$ cat config.mk
export PLATFORM = sky130hd
export DESIGN_NAME = sc_downspeedtimer
export DESIGN_NICKNAME = d
export VERILOG_FILES = /design/src/rtl/sc_speedtimer_pkg.sv /design/src/rtl/sc_falledge_detect.sv /design/src/rtl/sc_downspeedtimer.sv
export SDC_FILE = /design/constraint.sdc
export NUM_CORES = 1
export LEC_CHECK = 0
export ABC_AREA = 1
export CELL_PAD_IN_SITES_DETAIL_PLACEMENT = 1
export CELL_PAD_IN_SITES_GLOBAL_PLACEMENT = 1
export CORE_ASPECT_RATIO = 1.5
export CORE_MARGIN = 2
export CORE_UTILIZATION = 50
export DETAILED_ROUTE_END_ITERATION = 12
export DONT_BUFFER_PORTS = 1
export PLACE_DENSITY = 0.88
export RECOVER_POWER = 100
export SYNTH_ARGS = -nofsm -noshare
export SYNTH_HDL_FRONTEND = slang
export SYNTH_SLANG_ARGS = --single-unit
export TNS_END_PERCENT = 30
$ cat constraint.sdc
create_clock -name SC_downSPEEDTIMER_CLOCK_50 -period 9.9 [get_ports SC_downSPEEDTIMER_CLOCK_50]
set_input_delay 0.99 -clock SC_downSPEEDTIMER_CLOCK_50 [delete_from_list [all_inputs] [get_ports SC_downSPEEDTIMER_CLOCK_50]]
set_output_delay 0.99 -clock SC_downSPEEDTIMER_CLOCK_50 [all_outputs]
set_load 0.01 [all_outputs]
$ cat src/rtl/sc_speedtimer_pkg.sv
// sc_speedtimer_pkg: shared state encoding and level-to-period function for the speed timers
package sc_speedtimer_pkg;
    typedef enum logic [1:0] {IDLE = 2'd0, LOAD = 2'd1, COUNT = 2'd2, PAUSE = 2'd3} state_t;
    function automatic logic [63:0] period(input logic [63:0] base, step, floor, level);
        return (level * step + floor > base) ? floor : base - level * step;
    endfunction
endpackage

$ cat src/rtl/sc_falledge_detect.sv
// sc_falledge_detect: registered falling-edge detector, one-cycle pulse per 1->0 transition
module sc_falledge_detect (
    input  logic clk,
    input  logic rst,
    input  logic sig,
    output logic fall
);
    logic cur, prev;
    always_ff @(posedge clk) begin
        if (rst) begin
            cur <= 1'b0;
            prev <= 1'b0;
        end else begin
            cur <= sig;
            prev <= cur;
        end
    end
    assign fall = prev & ~cur;
endmodule

$ cat src/rtl/sc_downspeedtimer.sv
// sc_downspeedtimer: level-programmable down-counting period timer emitting one-cycle ticks
module sc_downspeedtimer
    import sc_speedtimer_pkg::*;
#(
    parameter int DATAWIDTH   = 23,
    parameter int LEVELWIDTH  = 3,
    parameter int BASE_PERIOD = 5_000_000,
    parameter int STEP_PERIOD = 500_000,
    parameter int MIN_PERIOD  = 1_000_000
) (
    input  logic                  SC_downSPEEDTIMER_CLOCK_50,
    input  logic                  SC_downSPEEDTIMER_RESET_InHigh,
    input  logic                  SC_downSPEEDTIMER_start_InLow,
    input  logic                  SC_downSPEEDTIMER_pause_InLow,
    input  logic                  SC_downSPEEDTIMER_levelup_InLow,
    input  logic                  SC_downSPEEDTIMER_CLEAR_InLow,
    output logic                  SC_downSPEEDTIMER_tick_Out,
    output logic                  SC_downSPEEDTIMER_running_Out,
    output logic [DATAWIDTH-1:0]  SC_downSPEEDTIMER_count_OutBUS,
    output logic [LEVELWIDTH-1:0] SC_downSPEEDTIMER_level_OutBUS
);
    logic clk, rst, lvl_fall, clr, tick, tick_n;
    state_t state, state_n;
    logic [DATAWIDTH-1:0] count, count_n, reload;
    logic [LEVELWIDTH-1:0] level, level_n;
    assign clk = SC_downSPEEDTIMER_CLOCK_50;
    assign rst = SC_downSPEEDTIMER_RESET_InHigh;
    sc_falledge_detect u_levelup (
        .clk  (clk),
        .rst  (rst),
        .sig  (SC_downSPEEDTIMER_levelup_InLow),
        .fall (lvl_fall)
    );
    assign reload = DATAWIDTH'(period(64'(BASE_PERIOD), 64'(STEP_PERIOD), 64'(MIN_PERIOD), 64'(level)) - 64'd1);
    assign clr = ~SC_downSPEEDTIMER_CLEAR_InLow && state != LOAD;
    // Leaving PAUSE with pause released counts on that same edge, so each paused edge costs one cycle.
    always_comb begin
        state_n = state;
        count_n = count;
        tick_n = 1'b0;
        if (state == IDLE) begin
            count_n = '0;
            state_n = SC_downSPEEDTIMER_start_InLow ? IDLE : LOAD;
        end else if (state == LOAD) begin
            count_n = reload;
            state_n = COUNT;
        end else if (clr) begin
            count_n = '0;
            state_n = IDLE;
        end else if (!SC_downSPEEDTIMER_pause_InLow) begin
            state_n = PAUSE;
        end else begin
            state_n = COUNT;
            tick_n = count == '0;
            count_n = (count == '0) ? reload : count - 1'b1;
        end
        level_n = clr ? '0 : (lvl_fall && level != '1) ? level + 1'b1 : level;
    end
    always_ff @(posedge clk) begin
        if (rst) begin
            state <= IDLE;
            count <= '0;
            level <= '0;
            tick <= 1'b0;
        end else begin
            state <= state_n;
            count <= count_n;
            level <= level_n;
            tick <= tick_n;
        end
    end
    assign SC_downSPEEDTIMER_tick_Out = tick;
    assign SC_downSPEEDTIMER_running_Out = state == COUNT || state == PAUSE;
    assign SC_downSPEEDTIMER_count_OutBUS = count;
    assign SC_downSPEEDTIMER_level_OutBUS = level;
endmodule

---- After elaboration in Yosys (flattened, before gate mapping) ----
Cells that the tools add are included.
storage, ports and cells
  input port bits ......................... 6
  register bits ........................... 31
  output and inout bits ................... 28
operators by class
  $lt $le $gt $ge ......................... 1
  multipliers ............................. 1
  multiplexer cells ....................... 10
  add/sub/neg operators ................... 5
  equality and inequality tests ........... 5
  bitwise gates (word level) .............. 4
  reductions and logical operators ........ 9
operators by type and width
  operator                number
  $mux 23                 5
  $sub 23x1->23 const B   2
  $add 22x20->23 const B  1
  $gt 23x23->1 const B    1
  $logic_not 23->1        1
  $sub 23x22->23 const A  1
  $mul 3x14->17 const B   1
  $mux 2                  3
  $reduce_or 5->1         1
  $eq 2x2->1 const B      2
  $reduce_or 2->1         2
  $add 3x1->3 const B     1
  $ne 3x3->1 const B      1
  $not 1->1               3
  $reduce_bool 3->1       1
  $eq 2x1->1 const B      1
  $logic_and 1x1->1       2
  $logic_not 2->1         1
  $mux 1                  2
  $ne 2x1->1 const B      1
  $and 1x1->1             1
  $logic_or 1x1->1        1

---- Longest topological paths before layout ----
Gate-level depths: netlist (run 1).
  word-level depth ........................ 9
  depth in mapped cells ................... 28
  depth with buffers taken out ............ 27

---- Cells and area by module ----
A second synthesis (run 1) with hierarchy kept.
unflattened totals
  cells, all modules ...................... 465
  area total of the unflattened synthesis .. 3091.7 um^2
by module, submodules not included
  module              cells an instance  instances  seq. area each (um^2)  area an instance (um^2)
  sc_downspeedtimer   457                1          580.6                  3026.7
  sc_falledge_detect  8                  1          40.0                   65.1

---- Least setup slack after synthesis (run 1) ----
No wires, ideal clock.
  path type ............................... register -> register
  start point ............................. register level[1] (netlist: SC_downSPEEDTIMER_level_OutBUS[1])
  end point ............................... register count[17] (netlist: SC_downSPEEDTIMER_count_OutBUS[17])
  slack ................................... 5.765 ns
  period minus slack after synthesis ...... 4.135 ns
  stages on the path, launching flop included .. 27
  arrival time ............................ 4.022 ns
  cells stage by stage .................... dfxtp_1 > inv_1 > ha_1 > ha_1 > inv_1 > fa_1 > inv_1 > nor2_1 > nand2_1 > nand3_1 > nor2_1 > nor2_1 > nand2_1 > nand2_1 > nand2_4 > buf_6 > nand2_1 > ha_1 > nand2_1 > nor2_2 > nand3_2 > nand2_1 > nand2_1 > a21oi_1 > o21ai_1 > nand2_1 > a21oi_2
on the way
  word-level cells in the longest chain between the ends .. 9
  elaborated cells between the ends (all ways) .. 10
  those cells by class .................... add/sub (3); mul (1); order compare (1); mux (5)
RTL lines
  what                    line                     RTL
  start, declared         sc_downspeedtimer.sv:25  logic [LEVELWIDTH-1:0] level, level_n;
  start signal, assigned  sc_downspeedtimer.sv:68  level <= level_n;
  $mul 3x14->17 (*)       sc_speedtimer_pkg.sv:5   return (level * step + floor > base) ? floor : base - level * step;
  $add 22x20->23          sc_speedtimer_pkg.sv:5
  $gt 23x23->1            sc_speedtimer_pkg.sv:5
  $mux 23 (*)             sc_speedtimer_pkg.sv:5
  $sub 23x1->23 (*)       sc_downspeedtimer.sv:34  assign reload = DATAWIDTH'(period(64'(BASE_PERIOD), 64'(STEP_PERIOD), 64'(MIN_PERIOD), 64'(level)) - 64'd1);
  $mux 23                 sc_downspeedtimer.sv:55  count_n = (count == '0) ? reload : count - 1'b1;
  $mux 23                 sc_downspeedtimer.sv:50  end else if (!SC_downSPEEDTIMER_pause_InLow) begin
  $mux 23                 sc_downspeedtimer.sv:47  end else if (clr) begin
  $mux 23 (*)             sc_downspeedtimer.sv:44  end else if (state == LOAD) begin
  end signal, assigned    sc_downspeedtimer.sv:67  count <= count_n;
  end, declared           sc_downspeedtimer.sv:24  logic [DATAWIDTH-1:0] count, count_n, reload;
Mark *: on every way between the ends. The rest lies on a longest branch, timed or not. The select of a mux whose other input is x is not followed.
A chain may end at the register's enable or synchronous reset.

---- Final worst setup path (run 1) ----
Ends and elaborated chain as after synthesis.

==> results.json, run 1 <==
{
  "synth_top_area_share_pct": 21.3,
  "synth_async_reset_ratio_pct": 0,
  "core_region_area_mm2": 0.00570,
  "max-cap-violations": 0,
  "post_cts_hold_buffer_count": 0,
  "critical-path-top-delay-family": "simple AND/OR/NAND/NOR gates",
  "wire_per_inst_um": 17.9,
  "postSynthNetCount": 469,
  "crit_path_top_delay_cell": "sky130_fd_sc_hd__dfxtp_1",
  "clock-sinks": 31,
  "io_pins": 34,
  "synth_top_area_cell": "sky130_fd_sc_hd__dfxtp_1",
  "die_area_mm2": 0.00648,
  "final_antenna_net_count": 0,
  "flow.area_growth_from_synthesis_pct": 2.96,
  "initial_utilization_pct": 51.2,
  "unrepaired_setup_endpoints_after_global_routing": "false",
  "hold_violations": 0,
  "areal_power_density_over_the_cells_mw_per_mm2": 169,
  "crit_path_frequent_cell": "sky130_fd_sc_hd__nand2_1",
  "final_layout_size_suffix_gt1_share_pct": 6.70,
  "dp_slack_ns": 5.24,
  "clkTransAtPathRegs_ns": 0.07,
  "fin_skew_ns": 0.00419,
  "share_of_total_power_in_sequential_cells_pct": 30.9,
  "routabilityCongestion": 0.960,
  "detailed_placement_wirelength_estimate_um": 7200,
  "pwr-share-clk_pct": 20.7,
  "ctsLongestPathBuffers": 2,
  "worst_ir_drop_vdd_mv": 0.0570,
  "post_synth_num_cell_types": 43,
  "fill_cell_total_of_the_finished_layout": 824,
  "yosysWarnings": 0,
  "fin_tns_setup_ns": 0,
  "share_comb_of_total_power_pct": 48.5,
  "port-buffer-count": 0,
  "switching_share_pct": 46.6,
  "grt_overflow": 0,
  "crit_buf_inv": 3,
  "post_synth_instance_area_mm2": 0.00292,
  "globalRouteTotalUtil_pct": 29.7,
  "routed-via-count": 2891,
  "post_cts_resize_count": 0,
  "diodes": 0,
  "worst_pin_slew_ns": 1.01,
  "worst_ep_required_time_ns": 10.06,
  "slew_violations": 0,
  "synth_edf_count": 0,
  "critical_path.max_stage_delay_ns": 0.73,
  "timing.slew.headroom_pct": 32.1,
  "worst_setup_path_start_kind": "flip-flop",
  "nNetsFinal": 467,
  "drc": 0,
  "root_buffer": "sky130_fd_sc_hd__clkbuf_8",
  "final_period_minus_worst_setup_slack_ns": 5.06,
  "layout_worst_path_cycle_share_pct": 51.2,
  "worst_hold_path_type": "flip-flop to flip-flop",
  "post-layout-total-power_mw": 0.507,
  "power.static_leakage_nw": 1.40,
  "netlist_instances": 435,
  "firstDrtPassIters": 4,
  "final-setup-viol-count": 0,
  "synth_ff_type": "sky130_fd_sc_hd__dfxtp_1",
  "total_switching_power_mw": 0.237,
  "num_rows": 34,
  "mean_syn_cell_area_um2": 6.71,
  "synthMostInstantiatedCell": "sky130_fd_sc_hd__nand2_1",
  "setup_repair_bufs_after_cts": 0,
  "fmax_mhz": 197,
  "crit_path_end_kind": "flip-flop",
  "postLayoutSetupSlackWorst_ns": 4.84,
  "worstPathArrival_ns": 5.23,
  "ys_ff_latch": 31,
  "numCtsBuffers": 5,
  "outcome": "complete, no violations",
  "synth_sequential_area_ratio_pct": 21.3,
  "vias_in_the_first_global_route": 3069,
  "clock_insertion_delay_worst_skew_ns": 0.29,
  "critical_path_peak_fanout": 19,
  "routed_via_count_divided_by_cell_count": 5.72,
  "power.internal_mw": 0.271,
  "synth_top_cells_by_area": "sky130_fd_sc_hd__dfxtp_1, sky130_fd_sc_hd__ha_1, sky130_fd_sc_hd__nand2_1",
  "die-width_um": 66.4,
  "detail_route.iter0.violations": 106,
  "die_height_um": 97.6,
  "first_pass_grt_wire_length_um": 14700,
  "grt_max_degree": 25,
  "htree_num_levels": 2,
  "number_of_antenna_violations_at_the_first_check_in_global_routing": 0,
  "kind_of_critical_path": "flip-flop to flip-flop",
  "post_synth_most_frequent_cells": "sky130_fd_sc_hd__nand2_1, sky130_fd_sc_hd__inv_1, sky130_fd_sc_hd__nor2_1",
  "cts_tree": "done",
  "totalWireLength_um": 9040
}
## path summary, 6_finish.rpt
| check | start | to | slack (ns) | cells after the start |
|---|---|---|---|---|
| worst min-delay path | u_levelup.cur | u_levelup.prev | 0.45 | 2 |
| worst max-delay path | SC_downSPEEDTIMER_level_OutBUS[1] | SC_downSPEEDTIMER_count_OutBUS[17] | 4.84 | 25 |
| worst min register to register | u_levelup.cur | u_levelup.prev | 0.45 | 2 |
| worst max register to register | SC_downSPEEDTIMER_level_OutBUS[1] | SC_downSPEEDTIMER_count_OutBUS[17] | 4.84 | 25 |
## power by group through the flow
stage | logic, mW | clock network, mW | registers [mW]
CTS | 0.248 | 0.106 | 0.157
detailed placement | 0.245 | 0 | 0.160
global route | 0.271 | 0.111 | 0.159
global placement | 0.236 | 0 | 0.159
finish | 0.246 | 0.105 | 0.157
floorplan | 0.199 | 0 | 0.154
## worst min-delay path, cell delays in order (launching register included)
cell,delay [ns]
sky130_fd_sc_hd__dfxtp_1,0.31
sky130_fd_sc_hd__inv_1,0.06
sky130_fd_sc_hd__nor2_1,0.04
## stage by stage
| stage | hold slack, ns | util [%] | std cells | cell area [µm²] |
|---|---|---|---|---|
| 4_1_cts | 0.448 | 53.3 | 505 | 3040 |
| 3_3_place_gp | 0.425 | 51.8 | 498 | 2950 |
| 3_5_place_dp | 0.438 | 51.8 | 498 | 2950 |
| 5_1_grt | 0.476 | 52.7 | 505 | 3000 |
| 6_report | 0.448 | 52.7 | 505 | 3000 |
| 2_1_floorplan | 0.410 | - | 435 | 2920 |
## state kept, by name, summed over array words and instances (netlist names)
name and cells:
SC_downSPEEDTIMER_tick_Out 1, state 2, SC_downSPEEDTIMER_level_OutBUS 3, SC_downSPEEDTIMER_count_OutBUS 23, u_levelup.prev 1, u_levelup.cur 1
## cell families (layout without fill, tap and decap cells)
| kind of cell | Yosys count | after routing | synth area share, % |
|---|---|---|---|
| AND/OR/NAND/NOR | 190 | 190 | 30.0 |
| AO/OA/AOI/OAI | 88 | 88 | 17.3 |
| buffers and inverters | 72 | 70 | 10.3 |
| flip-flops | 31 | 31 | 21.3 |
| adder cells (fa/ha/maj) | 28 | 28 | 13.0 |
| XOR/XNOR | 26 | 26 | 8.06 |
## area by class of cell
class | count | area (µm²) | share of cell area, %
clock inverters | 1 | 5.00 | 0.167
well taps | 72 | 90.1 | 3.00
multi-input cells | 332 | 1960 | 65.3
inverters | 63 | 244 | 8.12
flip-flops and latches | 31 | 621 | 20.7
clock buffers | 6 | 82.6 | 2.75
## placed cells by master (no fill, tap or decap), types with 7 or more instances in the layout
master | netlist | layout
sky130_fd_sc_hd__o21ai_0 | 30 | 32
sky130_fd_sc_hd__nor2_1 | 41 | 44
sky130_fd_sc_hd__nand2_1 | 80 | 81
sky130_fd_sc_hd__dfxtp_1 | 31 | 31
sky130_fd_sc_hd__xor2_1 | 16 | 16
sky130_fd_sc_hd__ha_1 | 24 | 24
sky130_fd_sc_hd__nand3_1 | 36 | 37
sky130_fd_sc_hd__o211ai_1 | 7 | 7
sky130_fd_sc_hd__xnor2_1 | 9 | 9
sky130_fd_sc_hd__inv_1 | 58 | 58
sky130_fd_sc_hd__a21oi_1 | 32 | 33
## layer usage
metal / wire length [µm] / part of all wire, % / vias up / track usage (%)
li1: - / - / 1423 / -
met3: 372 / 4.1 / 38 / 4.17
met1: 3270 / 36 / 1352 / 29.9
met4: 503 / 5.6 / 0 / 16.3
met2: 4890 / 54 / 78 / 55.4
met5: 0 / 0 / - / 0
Power figures use the tool's default switching activity.
==> run 2: changes to the inputs <==
- CORE_UTILIZATION: 50 -> 46
- PLACE_DENSITY: 0.88 -> 0.82
- clock period: 9.9 -> 5.08 ns (I/O delays scaled with it)
==> results.json, run 2 (same netlist as run 1, synthesis figures left out) <==
{
  "outcome": "complete, no violations",
  "core_region_area_mm2": 0.00613,
  "worstRegToRegCells": 15,
  "most_common_library_cell_in_the_layout_ignoring_fill_and_taps": "sky130_fd_sc_hd__nand2_1",
  "fill_cell_total_of_the_finished_layout": 852,
  "final_period_minus_worst_setup_slack_ns": 4.57,
  "cts_tree": "done",
  "timing.slew.headroom_pct": 11.4,
  "totalWireLength_um": 9010,
  "fin_skew_ns": 0.0104,
  "worstPathArrival_ns": 4.79,
  "grt_overflow": 0,
  "initial_utilization_pct": 47.6,
  "crit_buf_inv": 4,
  "wire_per_inst_um": 17.6,
  "timing.hold.worst_endpoint": "u_levelup.prev",
  "areal_power_density_over_the_cells_mw_per_mm2": 337,
  "routabilityCongestion": 0.975,
  "regToRegEndpoint": "SC_downSPEEDTIMER_count_OutBUS[6]",
  "crit_path_frequent_cell": "sky130_fd_sc_hd__nand2_1",
  "power.static_leakage_nw": 1.41,
  "grt_max_degree": 25,
  "number_of_antenna_violations_at_the_first_check_in_global_routing": 0,
  "clock-sinks": 31,
  "critical_path.max_stage_delay_ns": 1.06,
  "worst_setup_path_start_kind": "flip-flop",
  "flow.area_growth_from_synthesis_pct": 4.33,
  "detail_route.iter0.violations": 94,
  "die-width_um": 69.0,
  "clock_insertion_delay_worst_skew_ns": 0.30,
  "diodes": 0,
  "hold-path-cell-count": 1,
  "critical_path_depth": 15,
  "crit_path_cell_trace": "inv_1 > ha_1 > nand3_1 > nor2_1 > nand2_1 > nor3_1 > nand2_1 > clkinv_1 > nand2_1 > inv_4 > nor2_1 > clkinvlp_2 > a21oi_1 > o21ai_0 > a21oi_1",
  "vias_in_the_first_global_route": 3066,
  "worst_ir_drop_vdd_mv": 0.115,
  "layout_common_cells": "sky130_fd_sc_hd__nand2_1, sky130_fd_sc_hd__inv_1, sky130_fd_sc_hd__nor2_1",
  "postLayoutSetupSlackWorst_ns": 0.513,
  "io_pins": 34,
  "globalRouteTotalUtil_pct": 26.8,
  "die_area_mm2": 0.00701,
  "firstDrtPassIters": 4,
  "fin_cells": 512,
  "detailed_placement_wirelength_estimate_um": 7190,
  "nNetsFinal": 471,
  "routed-via-count": 2887,
  "critical-path-top-delay-family": "simple AND/OR/NAND/NOR gates",
  "worst_hold_path_type": "primary input to flip-flop",
  "unrepaired_setup_endpoints_after_global_routing": "false",
  "fin_tns_setup_ns": 0,
  "num_rows": 35,
  "rrSetupSlack_ns": 0.51,
  "first_pass_grt_wire_length_um": 14900,
  "drc": 0,
  "port-buffer-count": 0,
  "worst_ep_required_time_ns": 5.30,
  "crit_path_top_delay_cell": "sky130_fd_sc_hd__clkinvlp_2",
  "final_layout_size_suffix_gt1_share_pct": 6.39,
  "timing.hold.worst.start": "SC_downSPEEDTIMER_RESET_InHigh",
  "hold_violations": 0,
  "post-layout-total-power_mw": 1.03,
  "dp_slack_ns": 0.622,
  "routed_via_count_divided_by_cell_count": 5.64,
  "post_cts_resize_count": 0,
  "setup_repair_bufs_after_cts": 0,
  "kind_of_critical_path": "flip-flop to flip-flop",
  "ctsLongestPathBuffers": 2,
  "final-setup-viol-count": 0,
  "root_buffer": "sky130_fd_sc_hd__clkbuf_8",
  "place.detailed.instances": 504,
  "die_height_um": 102,
  "max-cap-violations": 0,
  "critical_path_peak_fanout": 19,
  "crit_path_end_kind": "flip-flop",
  "worst_pin_slew_ns": 1.32,
  "htree_num_levels": 2,
  "final_antenna_net_count": 0,
  "fmax_mhz": 219,
  "slew_violations": 0,
  "clkTransAtPathRegs_ns": 0.08,
  "r2r-start": "SC_downSPEEDTIMER_count_OutBUS[0]",
  "layout_worst_path_cycle_share_pct": 89.9,
  "flip_flop_count_of_the_largest_register_all_copies_and_words_added": 23,
  "numCtsBuffers": 5,
  "post_cts_hold_buffer_count": 0
}
-- run 2: cell types whose count changed in the layout (fill, tap and decap cells not counted), sizes merged --
cell	delta
clkinvlp	+1
inv	-1
bufinv	+1
buf	+1
clkbuf	+3
-- run 2: worst max path at each step --
stage                                                 start                                 end  slack, ns
after floorplan           SC_downSPEEDTIMER_level_OutBUS[1]  SC_downSPEEDTIMER_count_OutBUS[17]       0.94
after CTS                 SC_downSPEEDTIMER_level_OutBUS[0]  SC_downSPEEDTIMER_count_OutBUS[17]       0.59
final                     SC_downSPEEDTIMER_count_OutBUS[0]   SC_downSPEEDTIMER_count_OutBUS[6]       0.51
after global routing      SC_downSPEEDTIMER_level_OutBUS[1]  SC_downSPEEDTIMER_count_OutBUS[17]       0.11
after global placement    SC_downSPEEDTIMER_level_OutBUS[0]  SC_downSPEEDTIMER_count_OutBUS[17]       0.86
after detailed placement  SC_downSPEEDTIMER_level_OutBUS[0]  SC_downSPEEDTIMER_count_OutBUS[17]       0.62
-- run 2: report_power, final --
part,internal [mW],switching [mW],leakage [nW]
logic,0.152,0.309,1.09
clock network,0.159,0.104,0.0612
registers,0.263,0.0393,0.252
total,0.574,0.452,1.41
-- run 2: cell type report --
cell class	instances	area, µm²	area share, %
Multi-Input combinational cell	332	1950	64.2
Clock inverter	2	35.0	1.15
Inverter	63	240	7.89
Sequential cell	31	621	20.4
Clock buffer	6	82.6	2.71
Tap cell	74	92.6	3.04
Timing Repair Buffer	4	18.8	0.617
-- run 2: per-layer routing --
metal / vias to the layer above / track usage, % / share of wire, %
met1: 1388 / 26.3 / 37
li1: 1423 / - / -
met3: 23 / 3.78 / 3.1
met2: 53 / 53.6 / 56
met4: 0 / 14.2 / 4.0
met5: - / 0 / 0
-- run 2: worst register-to-register path, stage by stage, from the launching register on --
cell	delay, ns
sky130_fd_sc_hd__dfxtp_1	0.40
sky130_fd_sc_hd__inv_1	0.10
sky130_fd_sc_hd__ha_1	0.24
sky130_fd_sc_hd__nand3_1	0.16
sky130_fd_sc_hd__nor2_1	0.11
sky130_fd_sc_hd__nand2_1	0.11
sky130_fd_sc_hd__nor3_1	0.11
sky130_fd_sc_hd__nand2_1	0.18
sky130_fd_sc_hd__clkinv_1	0.09
sky130_fd_sc_hd__nand2_1	0.18
sky130_fd_sc_hd__inv_4	0.05
sky130_fd_sc_hd__nor2_1	0.99
sky130_fd_sc_hd__clkinvlp_2	1.06
sky130_fd_sc_hd__a21oi_1	0.42
sky130_fd_sc_hd__o21ai_0	0.12
sky130_fd_sc_hd__a21oi_1	0.17
-- run 2: per-stage QoR --
step / cell area, µm² / hold WS (ns) / utilization, %
after CTS: 3100 / 0.284 / 50.6
after floorplan: 2920 / 0.410 / -
final: 3040 / 0.280 / 49.7
after global routing: 3040 / 0.276 / 49.7
after detailed placement: 2980 / 0.428 / 48.7
after global placement: 2980 / 0.425 / 48.7
==> run 3: changes to the inputs <==
--- a/config.mk
+++ b/config.mk
@@ -15,2 +15,3 @@
 export DONT_BUFFER_PORTS = 1
+export GPL_TIMING_DRIVEN = 0
 export PLACE_DENSITY = 0.82
==> constraint.sdc (replaced) <==
create_clock -name SC_downSPEEDTIMER_CLOCK_50 -period 5.08 [get_ports SC_downSPEEDTIMER_CLOCK_50]
set_input_delay 1.016 -clock SC_downSPEEDTIMER_CLOCK_50 [delete_from_list [all_inputs] [get_ports SC_downSPEEDTIMER_CLOCK_50]]
set_output_delay 1.016 -clock SC_downSPEEDTIMER_CLOCK_50 [all_outputs]
set_load 0.01 [all_outputs]
==> results.json, run 3 (same netlist as run 1, synthesis figures left out) <==
{
  "areal_power_density_over_the_cells_mw_per_mm2": 321,
  "die-width_um": 69.0,
  "core_region_area_mm2": 0.00613,
  "final_layout_size_suffix_gt1_share_pct": 7.67,
  "initial_utilization_pct": 47.6,
  "fin_tns_setup_ns": 0,
  "crit_path_frequent_cell": "sky130_fd_sc_hd__nand2_1",
  "worstPathArrival_ns": 4.88,
  "fmax_mhz": 213,
  "ctsLongestPathBuffers": 2,
  "nNetsFinal": 476,
  "io_pins": 34,
  "number_of_antenna_violations_at_the_first_check_in_global_routing": 0,
  "port-buffer-count": 0,
  "detail_route.iter0.violations": 125,
  "kind_of_critical_path": "flip-flop to flip-flop",
  "vias_in_the_first_global_route": 3101,
  "fin_skew_ns": 0.00483,
  "flow.area_growth_from_synthesis_pct": 4.76,
  "routed_via_count_divided_by_cell_count": 5.60,
  "htree_num_levels": 2,
  "worst_setup_path_start_kind": "flip-flop",
  "diodes": 0,
  "first_pass_grt_wire_length_um": 14600,
  "root_buffer": "sky130_fd_sc_hd__clkbuf_8",
  "totalWireLength_um": 9000,
  "place.detailed.instances": 509,
  "numCtsBuffers": 5,
  "routabilityCongestion": 0.890,
  "unrepaired_setup_endpoints_after_global_routing": "false",
  "most_common_library_cell_in_the_layout_ignoring_fill_and_taps": "sky130_fd_sc_hd__nand2_1",
  "setup_repair_bufs_after_cts": 0,
  "worst_hold_path_type": "flip-flop to flip-flop",
  "layout_common_cells": "sky130_fd_sc_hd__nand2_1, sky130_fd_sc_hd__inv_1, sky130_fd_sc_hd__nor2_1",
  "utilization_pct": 49.9,
  "grt_overflow": 0,
  "cts_tree": "done",
  "worst_ir_drop_vdd_mv": 0.129,
  "die_area_mm2": 0.00701,
  "post_cts_hold_buffer_count": 0,
  "firstDrtPassIters": 4,
  "outcome": "complete, no violations",
  "globalRouteTotalUtil_pct": 26.0,
  "layout_worst_path_cycle_share_pct": 92.4,
  "max-cap-violations": 0,
  "crit_path_top_delay_cell": "sky130_fd_sc_hd__dfxtp_2",
  "post_cts_resize_count": 1,
  "crit_path_end_kind": "flip-flop",
  "num_rows": 35,
  "critical_path_peak_fanout": 15,
  "die_height_um": 102,
  "hold_violations": 0,
  "final_period_minus_worst_setup_slack_ns": 4.69,
  "flip_flop_count_of_the_largest_register_all_copies_and_words_added": 23,
  "slew_violations": 0,
  "wire_per_inst_um": 17.4,
  "clock-sinks": 31,
  "drc": 0,
  "final-setup-viol-count": 0,
  "timing.slew.headroom_pct": 63.2,
  "final_antenna_net_count": 0,
  "clock_insertion_delay_worst_skew_ns": 0.29,
  "power.static_leakage_nw": 1.40,
  "detailed_placement_wirelength_estimate_um": 7260,
  "worst_pin_slew_ns": 0.552,
  "fin_cells": 517,
  "critical_path.max_stage_delay_ns": 0.57,
  "worst_ep_required_time_ns": 5.26,
  "clkTransAtPathRegs_ns": 0.07,
  "grt_max_degree": 16,
  "routed-via-count": 2897
}
run 3: cell count changes in the layout (fill, tap and decap cells not counted), sizes merged:
| cell | previous run | this run |
|---|---|---|
| buf | 1 | 2 |
| clkbuf | 9 | 13 |
| clkinv | 3 | 2 |
| clkinvlp | 1 | 3 |
| bufinv | 1 | 0 |
run 3: per-stage QoR:
stage | setup slack [ns] | cell area (µm²) | hold slack, ns | total power, mW
floorplan | 0.945 | 2920 | 0.410 | 0.689
global placement | 0.0969 | 3010 | 0.426 | 0.798
detailed placement | 0.00924 | 3010 | 0.436 | 0.814
CTS | 0.274 | 3100 | 0.453 | 1.01
global route | 0.00362 | 3060 | 0.469 | 1.05
finish | 0.386 | 3060 | 0.447 | 0.982
run 3: final timing paths:
check | from | end | slack [ns] | depth (start not counted)
max | SC_downSPEEDTIMER_level_OutBUS[1] | SC_downSPEEDTIMER_count_OutBUS[17] | 0.39 | 26
min | u_levelup.cur | u_levelup.prev | 0.45 | 2
max reg2reg | SC_downSPEEDTIMER_level_OutBUS[1] | SC_downSPEEDTIMER_count_OutBUS[17] | 0.39 | 26
min reg2reg | u_levelup.cur | u_levelup.prev | 0.45 | 2
run 3: cell type report:
type,count,area (µm²)
multi-input cells,332,1970
flip-flops and latches,31,623
inverters,63,239
well taps,74,92.6
plain buffers,9,48.8
fillers,857,3070
clock buffers,6,72.6
clock inverters,2,12.5
run 3: power breakdown:
group          internal, mW  total (mW)  switching, mW
logic                 0.164       0.483          0.318
registers             0.263       0.306         0.0422
clock network        0.0957       0.194         0.0984
total                 0.523       0.982          0.459
run 3: worst max-delay path, delay by kind of cell, from the launching register on:
kind	cells	cell delay, ns
and+or+nand+nor	15	1.63
DFF	1	0.57
AOI/OAI and AO/OA	3	0.27
adders and majority gates	4	1.51
buffers and inverters	4	0.61
run 3: metal layers:
metal / up-vias / track usage, % / wire length, µm
met5: - / 0 / 0
met4: 0 / 12.5 / 330
met3: 30 / 2.99 / 301
met2: 74 / 54.2 / 5110
met1: 1356 / 24.7 / 3260
li1: 1437 / - / -
